===== src/rtl/nvdla_csb_engine_pkg.sv =====
// Shared types and constants for the NVDLA CSB access engine.
// Holds the control/flag bundles and the engine state encoding.
package nvdla_package;

  localparam int unsigned NVDLA_CSB_ADDR_W = 16;
  localparam int unsigned NVDLA_CSB_DATA_W = 32;
  localparam logic [31:0] NVDLA_CSB_TIMEOUT_RDATA = 32'hDEAD_BEEF;

  typedef struct packed {
    logic        clear;
    logic        enable;
    logic        start;
    logic [15:0] addr;
    logic [31:0] wdat;
    logic        write;
    logic        wait_intr;
  } ctrl_engine_t;

  typedef struct packed {
    logic csb_valid;
    logic csb_wr_complete;
    logic intr;
    logic busy;
    logic error;
  } flags_engine_t;

  typedef enum logic [2:0] {
    ENG_IDLE,
    ENG_REQ,
    ENG_WAIT_RSP,
    ENG_PUSH,
    ENG_WAIT_INTR
  } state_engine_t;

endpackage


===== src/rtl/hwpe_stream_intf_stream.sv =====
// Minimal HWPE valid/ready stream interface.
// Ports: valid, ready, data[DATA_WIDTH], strb[DATA_WIDTH/8].
interface hwpe_stream_intf_stream #(
  parameter int unsigned DATA_WIDTH = 32
);

  logic                    valid;
  logic                    ready;
  logic [DATA_WIDTH-1:0]   data;
  logic [DATA_WIDTH/8-1:0] strb;

  modport source (
    output valid,
    output data,
    output strb,
    input  ready
  );

  modport sink (
    input  valid,
    input  data,
    input  strb,
    output ready
  );

endinterface


===== src/rtl/nvdla_csb_engine_intr_capture.sv =====
// NVDLA interrupt rising-edge detector with a pending bit.
// Ports: intr_i level in; consume_i/clear_i; rise_o, pending_o.
module nvdla_intr_capture (
  input  logic clk_i,
  input  logic rst_ni,
  input  logic clear_i,
  input  logic intr_i,
  input  logic consume_i,
  output logic rise_o,
  output logic pending_o
);

  logic prev_q;
  logic pend_q;
  logic pend_d;

  assign rise_o    = intr_i & ~prev_q;
  assign pending_o = pend_q;

  // A consume only retires the edge already stored; a rise in the
  // same cycle is kept. When the consumer takes the rise directly
  // (pend_q low) nothing is left behind.
  always_comb begin
    pend_d = pend_q | rise_o;
    if (consume_i) begin
      pend_d = pend_q & rise_o;
    end
    if (clear_i) begin
      pend_d = 1'b0;
    end
  end

  always_ff @(posedge clk_i or negedge rst_ni) begin
    if (!rst_ni) begin
      prev_q <= 1'b0;
      pend_q <= 1'b0;
    end else begin
      prev_q <= intr_i;
      pend_q <= pend_d;
    end
  end

endmodule


===== src/rtl/nvdla_csb_engine.sv =====
// CSB access engine: one read, non-posted write or interrupt wait per start.
// Ports: ctrl_i/flags_o to FSM, csb2nvdla/nvdla2csb to NVDLA, rdata_o stream.
module nvdla_csb_engine
  import nvdla_package::*;
#(
  parameter int unsigned TIMEOUT_CYCLES = 65535
) (
  input  logic                        clk_i,
  input  logic                        rst_ni,
  input  logic                        test_mode_i,
  input  logic                        clear_i,
  input  ctrl_engine_t                ctrl_i,
  output flags_engine_t               flags_o,
  output logic                        csb2nvdla_valid_o,
  input  logic                        csb2nvdla_ready_i,
  output logic [NVDLA_CSB_ADDR_W-1:0] csb2nvdla_addr_o,
  output logic [NVDLA_CSB_DATA_W-1:0] csb2nvdla_wdat_o,
  output logic                        csb2nvdla_write_o,
  output logic                        csb2nvdla_nposted_o,
  input  logic                        nvdla2csb_valid_i,
  input  logic [NVDLA_CSB_DATA_W-1:0] nvdla2csb_data_i,
  input  logic                        nvdla2csb_wr_complete_i,
  input  logic                        dla_intr_i,
  hwpe_stream_intf_stream.source      rdata_o
);

  localparam bit          WD_EN   = (TIMEOUT_CYCLES != 0);
  localparam logic [31:0] WD_LAST = 32'(TIMEOUT_CYCLES - 1);

  state_engine_t state_q, state_d;

  logic [NVDLA_CSB_ADDR_W-1:0] addr_q;
  logic [NVDLA_CSB_DATA_W-1:0] wdat_q;
  logic                        write_q;
  logic [NVDLA_CSB_DATA_W-1:0] rdata_q;
  logic [31:0]                 cnt_q;
  logic                        error_q;
  logic                        wr_done_q, wr_done_d;
  logic                        intr_q, intr_d;

  logic clr_any;
  logic latch;
  logic cap_rsp;
  logic cap_to;
  logic set_err;
  logic consume;
  logic wd_hit;
  logic in_wait;
  logic cnt_rst;
  logic is_req;
  logic is_push;
  logic rise;
  logic pending;

  logic unused_test_mode;
  assign unused_test_mode = test_mode_i;

  assign clr_any = clear_i | ctrl_i.clear;
  assign is_req  = (state_q == ENG_REQ);
  assign is_push = (state_q == ENG_PUSH);
  assign in_wait = (state_q == ENG_WAIT_RSP) |
                   (state_q == ENG_WAIT_INTR);
  assign wd_hit  = WD_EN && in_wait && (cnt_q == WD_LAST);

  nvdla_intr_capture u_intr (
    .clk_i     (clk_i),
    .rst_ni    (rst_ni),
    .clear_i   (clr_any),
    .intr_i    (dla_intr_i),
    .consume_i (consume),
    .rise_o    (rise),
    .pending_o (pending)
  );

  always_comb begin
    state_d   = state_q;
    latch     = 1'b0;
    cap_rsp   = 1'b0;
    cap_to    = 1'b0;
    set_err   = 1'b0;
    consume   = 1'b0;
    wr_done_d = 1'b0;
    intr_d    = 1'b0;
    unique case (state_q)
      ENG_IDLE: begin
        if (ctrl_i.start && ctrl_i.enable) begin
          latch   = 1'b1;
          state_d = ctrl_i.wait_intr ? ENG_WAIT_INTR : ENG_REQ;
        end
      end
      ENG_REQ: begin
        if (csb2nvdla_ready_i) begin
          state_d = ENG_WAIT_RSP;
        end
      end
      ENG_WAIT_RSP: begin
        if (write_q) begin
          if (nvdla2csb_wr_complete_i || wd_hit) begin
            set_err   = ~nvdla2csb_wr_complete_i;
            wr_done_d = 1'b1;
            state_d   = ENG_IDLE;
          end
        end else if (nvdla2csb_valid_i) begin
          cap_rsp = 1'b1;
          state_d = ENG_PUSH;
        end else if (wd_hit) begin
          set_err = 1'b1;
          cap_to  = 1'b1;
          state_d = ENG_PUSH;
        end
      end
      ENG_PUSH: begin
        if (rdata_o.ready) begin
          state_d = ENG_IDLE;
        end
      end
      ENG_WAIT_INTR: begin
        // Take a same-cycle rise directly to meet rise+1 latency.
        if (pending || rise) begin
          consume = 1'b1;
          intr_d  = 1'b1;
          state_d = ENG_IDLE;
        end else if (wd_hit) begin
          set_err = 1'b1;
          intr_d  = 1'b1;
          state_d = ENG_IDLE;
        end
      end
      default: state_d = ENG_IDLE;
    endcase
    if (clr_any) begin
      state_d   = ENG_IDLE;
      latch     = 1'b0;
      cap_rsp   = 1'b0;
      cap_to    = 1'b0;
      consume   = 1'b0;
      wr_done_d = 1'b0;
      intr_d    = 1'b0;
    end
  end

  assign cnt_rst = (state_d != state_q) &&
                   ((state_d == ENG_WAIT_RSP) ||
                    (state_d == ENG_WAIT_INTR));

  always_ff @(posedge clk_i or negedge rst_ni) begin
    if (!rst_ni) begin
      state_q   <= ENG_IDLE;
      wr_done_q <= 1'b0;
      intr_q    <= 1'b0;
    end else begin
      state_q   <= state_d;
      wr_done_q <= wr_done_d;
      intr_q    <= intr_d;
    end
  end

  always_ff @(posedge clk_i or negedge rst_ni) begin
    if (!rst_ni) begin
      addr_q  <= '0;
      wdat_q  <= '0;
      write_q <= 1'b0;
    end else if (latch) begin
      addr_q  <= ctrl_i.addr;
      wdat_q  <= ctrl_i.wdat;
      write_q <= ctrl_i.write;
    end
  end

  always_ff @(posedge clk_i or negedge rst_ni) begin
    if (!rst_ni) begin
      rdata_q <= '0;
    end else if (cap_rsp) begin
      rdata_q <= nvdla2csb_data_i;
    end else if (cap_to) begin
      rdata_q <= NVDLA_CSB_TIMEOUT_RDATA;
    end
  end

  always_ff @(posedge clk_i or negedge rst_ni) begin
    if (!rst_ni) begin
      cnt_q <= '0;
    end else if (clr_any || cnt_rst) begin
      cnt_q <= '0;
    end else if (in_wait) begin
      cnt_q <= cnt_q + 32'd1;
    end
  end

  always_ff @(posedge clk_i or negedge rst_ni) begin
    if (!rst_ni) begin
      error_q <= 1'b0;
    end else if (clear_i) begin
      error_q <= 1'b0;
    end else if (set_err) begin
      error_q <= 1'b1;
    end
  end

  // Payload is gated so the bus idles at zero outside REQ.
  assign csb2nvdla_valid_o   = is_req;
  assign csb2nvdla_addr_o    = is_req ? addr_q : '0;
  assign csb2nvdla_wdat_o    = is_req ? wdat_q : '0;
  assign csb2nvdla_write_o   = is_req & write_q;
  assign csb2nvdla_nposted_o = is_req & write_q;

  assign rdata_o.valid = is_push;
  assign rdata_o.data  = rdata_q;
  assign rdata_o.strb  = '1;

  always_comb begin
    flags_o                 = '0;
    flags_o.csb_valid       = is_push & rdata_o.ready;
    flags_o.csb_wr_complete = wr_done_q;
    flags_o.intr            = intr_q;
    flags_o.busy            = (state_q != ENG_IDLE);
    flags_o.error           = error_q;
  end

endmodule


===== src/flat_wrapper.sv =====
// flat-port wrapper written by rule: the top's interface ports become plain ports
module nvdla_csb_engine_flat import nvdla_package::*;
#(
  parameter int unsigned TIMEOUT_CYCLES = 65535
)
  (clk_i, rst_ni, test_mode_i, clear_i, ctrl_i, flags_o, csb2nvdla_valid_o, csb2nvdla_ready_i, csb2nvdla_addr_o, csb2nvdla_wdat_o, csb2nvdla_write_o, csb2nvdla_nposted_o, nvdla2csb_valid_i, nvdla2csb_data_i, nvdla2csb_wr_complete_i, dla_intr_i, rdata_o_valid, rdata_o_data, rdata_o_strb, rdata_o_ready);
  hwpe_stream_intf_stream #(.DATA_WIDTH(32)) rdata_o_i ();
  input  logic clk_i;
  input  logic rst_ni;
  input  logic test_mode_i;
  input  logic clear_i;
  input  ctrl_engine_t ctrl_i;
  output flags_engine_t flags_o;
  output logic csb2nvdla_valid_o;
  input  logic csb2nvdla_ready_i;
  output logic [NVDLA_CSB_ADDR_W-1:0] csb2nvdla_addr_o;
  output logic [NVDLA_CSB_DATA_W-1:0] csb2nvdla_wdat_o;
  output logic csb2nvdla_write_o;
  output logic csb2nvdla_nposted_o;
  input  logic nvdla2csb_valid_i;
  input  logic [NVDLA_CSB_DATA_W-1:0] nvdla2csb_data_i;
  input  logic nvdla2csb_wr_complete_i;
  input  logic dla_intr_i;
  output wire logic [$bits(rdata_o_i.valid)-1:0] rdata_o_valid;
  output wire logic [$bits(rdata_o_i.data)-1:0] rdata_o_data;
  output wire logic [$bits(rdata_o_i.strb)-1:0] rdata_o_strb;
  input wire logic [$bits(rdata_o_i.ready)-1:0] rdata_o_ready;
  assign rdata_o_valid = rdata_o_i.valid;
  assign rdata_o_data = rdata_o_i.data;
  assign rdata_o_strb = rdata_o_i.strb;
  assign rdata_o_i.ready = rdata_o_ready;
  nvdla_csb_engine #(.TIMEOUT_CYCLES(TIMEOUT_CYCLES)) u_core (.clk_i(clk_i), .rst_ni(rst_ni), .test_mode_i(test_mode_i), .clear_i(clear_i), .ctrl_i(ctrl_i), .flags_o(flags_o), .csb2nvdla_valid_o(csb2nvdla_valid_o), .csb2nvdla_ready_i(csb2nvdla_ready_i), .csb2nvdla_addr_o(csb2nvdla_addr_o), .csb2nvdla_wdat_o(csb2nvdla_wdat_o), .csb2nvdla_write_o(csb2nvdla_write_o), .csb2nvdla_nposted_o(csb2nvdla_nposted_o), .nvdla2csb_valid_i(nvdla2csb_valid_i), .nvdla2csb_data_i(nvdla2csb_data_i), .nvdla2csb_wr_complete_i(nvdla2csb_wr_complete_i), .dla_intr_i(dla_intr_i), .rdata_o(rdata_o_i));
endmodule

===== config.mk =====
export PLATFORM = sky130hd
export DESIGN_NAME = nvdla_csb_engine_flat
export DESIGN_NICKNAME = d
export VERILOG_FILES = /design/src/rtl/nvdla_csb_engine_pkg.sv /design/src/rtl/hwpe_stream_intf_stream.sv /design/src/rtl/nvdla_csb_engine_intr_capture.sv /design/src/rtl/nvdla_csb_engine.sv /design/src/flat_wrapper.sv
export SDC_FILE = /design/constraint.sdc
export NUM_CORES = 1
export LEC_CHECK = 0
export CAP_MARGIN = 5
export CELL_PAD_IN_SITES_DETAIL_PLACEMENT = 1
export CELL_PAD_IN_SITES_GLOBAL_PLACEMENT = 2
export CORE_ASPECT_RATIO = 0.9
export CORE_MARGIN = 8
export CORE_UTILIZATION = 35
export CTS_CLUSTER_SIZE = 25
export DETAILED_ROUTE_END_ITERATION = 10
export DONT_BUFFER_PORTS = 1
export PLACE_DENSITY = 0.77
export SYNTH_ARGS = -nofsm -noshare
export SYNTH_HDL_FRONTEND = slang
export SYNTH_SLANG_ARGS = --single-unit

===== constraint.sdc =====
create_clock -name clk_i -period 2.1 [get_ports clk_i]
set_clock_uncertainty 0.1 [all_clocks]
set_input_delay 0.42 -clock clk_i [delete_from_list [all_inputs] [get_ports clk_i]]
set_output_delay 0.42 -clock clk_i [all_outputs]
set_load 0.1 [all_outputs]

==> qor.csv <==
stage;metric;value;unit
clocking;clock sinks;121;
final_layout;final std cells w/o fill;786;
power;power per cell area;840;nW/µm²
worst_setup_path;CP max FO;11;
worst_setup_path;Setup CP Type;reg -> out;
die;FP Rows;43;
logic_synthesis;Ys Warns;0;
logic_synthesis;Synth Area per Inst;11.4;µm²
power;Leak;0.00344;µW
grt;largest net degree at the start of global routing;122;
grt;Overflow after GRT;0;
clocking;Clock Pin Slew Worst Setup and Hold Paths;0.05;ns
sta;hold_ws;-0.394;ns
worst_setup_path;crit end category;output port;
logic_synthesis;ys async rst share;1.00;
sta;Fin. Hold Viols;121;
die;core area;15400;µm²
detailed_routing;DR vias/cell;5.27;
logic_synthesis;post-synth cell types;45;
final_layout;antenna cells;0;
detailed_routing;via count;4143;
status;outcome;complete, but fails checks;
clocking;Hold-fix buffers, CTS;2;
job;max-cap check violation count;0;
power;Total Power;6480;µW
sta;period utilization;1.16;
sta;final setup margin;-0.336;ns
min_path;Hold Crit Class;in -> async;
sta;fmax;411;MHz
grt;first-pass GRT wire length;25.5;mm
die;Die Wd;148;µm
sta;final worst path period need;2.44;ns
sta;RSZ-0062 raised after global routing;yes;
logic_synthesis;Synth Flop Type;dfrtp_1;
detailed_routing;Initial DRC Count;163;
placed_design;gpl congestion;0.773;
logic_synthesis;Post-synth EDFFs;0;
sta;fin. max-slew vios;0;
clocking;CTS tree;yes;
die;Starting Density;0.358;
logic_synthesis;top cell type's share of synthesized area;0.550;
logic_synthesis;Post-Syn Instances;481;
detailed_routing;WL/cell;22.3;µm
final_layout;Filler cells;1604;
worst_setup_path;CP Launch Type;flip-flop;
logic_synthesis;largest cells by area after synthesis;dfrtp_1, mux2_2, and2_1, o22a_1, nor2_1;
grt;Tot GR Track Use;0.163;
power;Max VDD drop;0.000591;V
clocking;H-tree depth;4;
final_layout;Nets;668;
final_layout;layout cells sized above 1;0.440;
detailed_routing;DR pass1 iterations;4;
final_layout;fin util;0.501;
die;Die ar.;20000;µm²
logic_synthesis;area leader, netlist;dfrtp_1;
status;violated checks;negative hold slack, negative setup slack;
worst_setup_path;critical path arrival;1.92;ns
grt;antenna violations before repair;0;
die;Die Height;135;µm
logic_synthesis;Post-Syn Area;5510;µm²
detailed_routing;Detail Route Antenna Nets;0;
clocking;CTS Buf Count;17;
placed_design;Inst Count DP;717;
clocking;clk_lat worst skew;0.41;ns
detailed_routing;DRC Markers;0;
logic_synthesis;post-synthesis sequential area ratio;0.550;
sta;Setup-failing EPs final;102;
placed_design;hpwl dp;11.1;mm
worst_setup_path;CP required;1.58;ns
die;# IOs;187;
placed_design;Port Buffers;0;
logic_synthesis;Seq cells post-synth;121;
grt;vias in the first global route;4496;
detailed_routing;Routed Wire Length;17.5;mm
clocking;CTS Root Buffer Type;clkbuf_16;
final_layout;synthesis-to-finish area growth;40.1;%
clocking;clk buf depth;2;
[layout by cell type, fill, tap and decap left out, types with 4 or more instances in the layout]
cell type / Yosys / final
a21oi_1: 14 / 13
a22o_1: 8 / 8
and2_1: 52 / 4
and2_4: 0 / 49
and3_1: 6 / 6
buf_12: 0 / 11
buf_4: 8 / 68
buf_6: 2 / 8
buf_8: 0 / 5
clkbuf_16: 0 / 22
clkinv_4: 0 / 4
conb_1: 1 / 4
dfrtp_1: 121 / 119
inv_1: 8 / 5
mux2_2: 48 / 5
mux2_4: 0 / 43
nand2_1: 20 / 19
nand3_1: 14 / 11
nand4_1: 9 / 9
nor2_1: 33 / 30
nor3_1: 10 / 8
nor4_1: 10 / 6
o21ai_0: 10 / 9
o22a_1: 24 / 24
or3_1: 6 / 4
xnor2_1: 12 / 12
xor2_1: 13 / 13
[timing repair]
action | 4_1_cts | 5_1_grt
cloned | 3 | 8
endpoints found under the setup margin | 113 | 140
pin swaps | 31 | 17
hold endpoints to repair | 123 | 121
buffers inserted | 16 | 18
gates resized for setup | 38 | 65
[metal layers]
| layer | vias to the layer above | GRT usage | wire length (µm) |
|---|---|---|---|
| li1 | 1870 | - | - |
| met1 | 2149 | 0.181 | 7100 |
| met2 | 107 | 0.280 | 9130 |
| met3 | 17 | 0.0652 | 1060 |
| met4 | 0 | 0.0543 | 244 |
| met5 | - | 0 | 0 |
[worst paths after layout]
path	start	endpoint	slack, ns	cells after the start
max	u_core.state_q[0]$_DFF_PN0_	csb2nvdla_addr_o[2]	-0.34	6
min	rst_ni	u_core.cnt_q[28]$_DFFE_PN0P_	-0.39	0
max reg2reg	u_core.state_q[0]$_DFF_PN0_	u_core.wdat_q[31]$_DFFE_PN0P_	-0.25	9
min reg2reg	u_core.rdata_o.data[0]$_DFFE_PN0P_	u_core.rdata_o.data[0]$_DFFE_PN0P_	0.40	1
max in group asynchronous	rst_ni	u_core.addr_q[6]$_DFFE_PN0P_	2.07	0
min in group clk_i	nvdla2csb_wr_complete_i	u_core.wr_done_q$_DFF_PN0_	0.03	1
[final cells by class]
class / count / area, µm² / area share
Sequential cell: 121 / 3030 / 0.393
Clock inverter: 10 / 123 / 0.0159
Tap cell: 202 / 253 / 0.0328
Multi-Input combinational cell: 324 / 2750 / 0.356
Inverter: 8 / 40.0 / 0.00519
Clock buffer: 21 / 450 / 0.0584
Timing Repair Buffer: 100 / 1070 / 0.139
[registers in the layout, summed over array words and instances (netlist names), 3 cells and up]
register and count:
u_core.cnt_q 32, u_core.wdat_q 32, u_core.state_q 3, u_core.rdata_o.data 32, u_core.addr_q 16
[cells by family after synthesis]
family                     synth area share
and+or+nand+nor                       0.183
DFF                                   0.550
AOI/OAI and AO/OA                    0.0832
muxes                                0.0982
buffers and inverters                0.0377
xor gates and xnor gates             0.0427
adders and majority gates           0.00454
other                              0.000681
[cells in the mapped netlist (2+ instances only)]
cell type / count
o21ai_0: 10
dfrtp_1: 121
xnor2_1: 12
a22o_1: 8
and4_1: 4
o22a_1: 24
and3_1: 6
a21oi_1: 14
nor2b_1: 2
buf_4: 8
mux2_2: 48
buf_1: 4
nor3b_1: 2
nor2_1: 33
and4b_1: 2
nor3_1: 10
buf_2: 6
xor2_1: 13
inv_1: 8
buf_6: 2
and2_1: 52
nand2_1: 20
ha_1: 2
clkbuf_1: 12
nand4_1: 9
nand2b_1: 3
nand3_1: 14
nor4_1: 10
or3_1: 6
[stage by stage]
step	setup TNS, ns	hold slack, ns	worst slack [ns]	area, µm²
after floorplan	-0.153	0.0244	-0.153	5710
after global placement	0	0.0327	0.0412	6320
after CTS	-16.20	-0.411	-0.326	7260
after detailed placement	-0.365	0.0322	-0.0548	6320
after global routing	-29.01	-0.423	-0.395	7710
final	-22.16	-0.394	-0.336	7710
[power breakdown]
part | switching, µW | internal (µW) | total, µW
logic | 509 | 401 | 911
clock network | 1050 | 1770 | 2820
registers | 162 | 2580 | 2750
total | 1720 | 4760 | 6480
[critical path, cell delays in order (launching register included)]
cell and delay [ns]:
dfrtp_1 0.39, inv_4 0.04, or3_4 0.40, inv_8 0.09, buf_12 0.11, buf_8 0.12, and2_4 0.34
No activity file was read; power rests on OpenSTA's default activity.
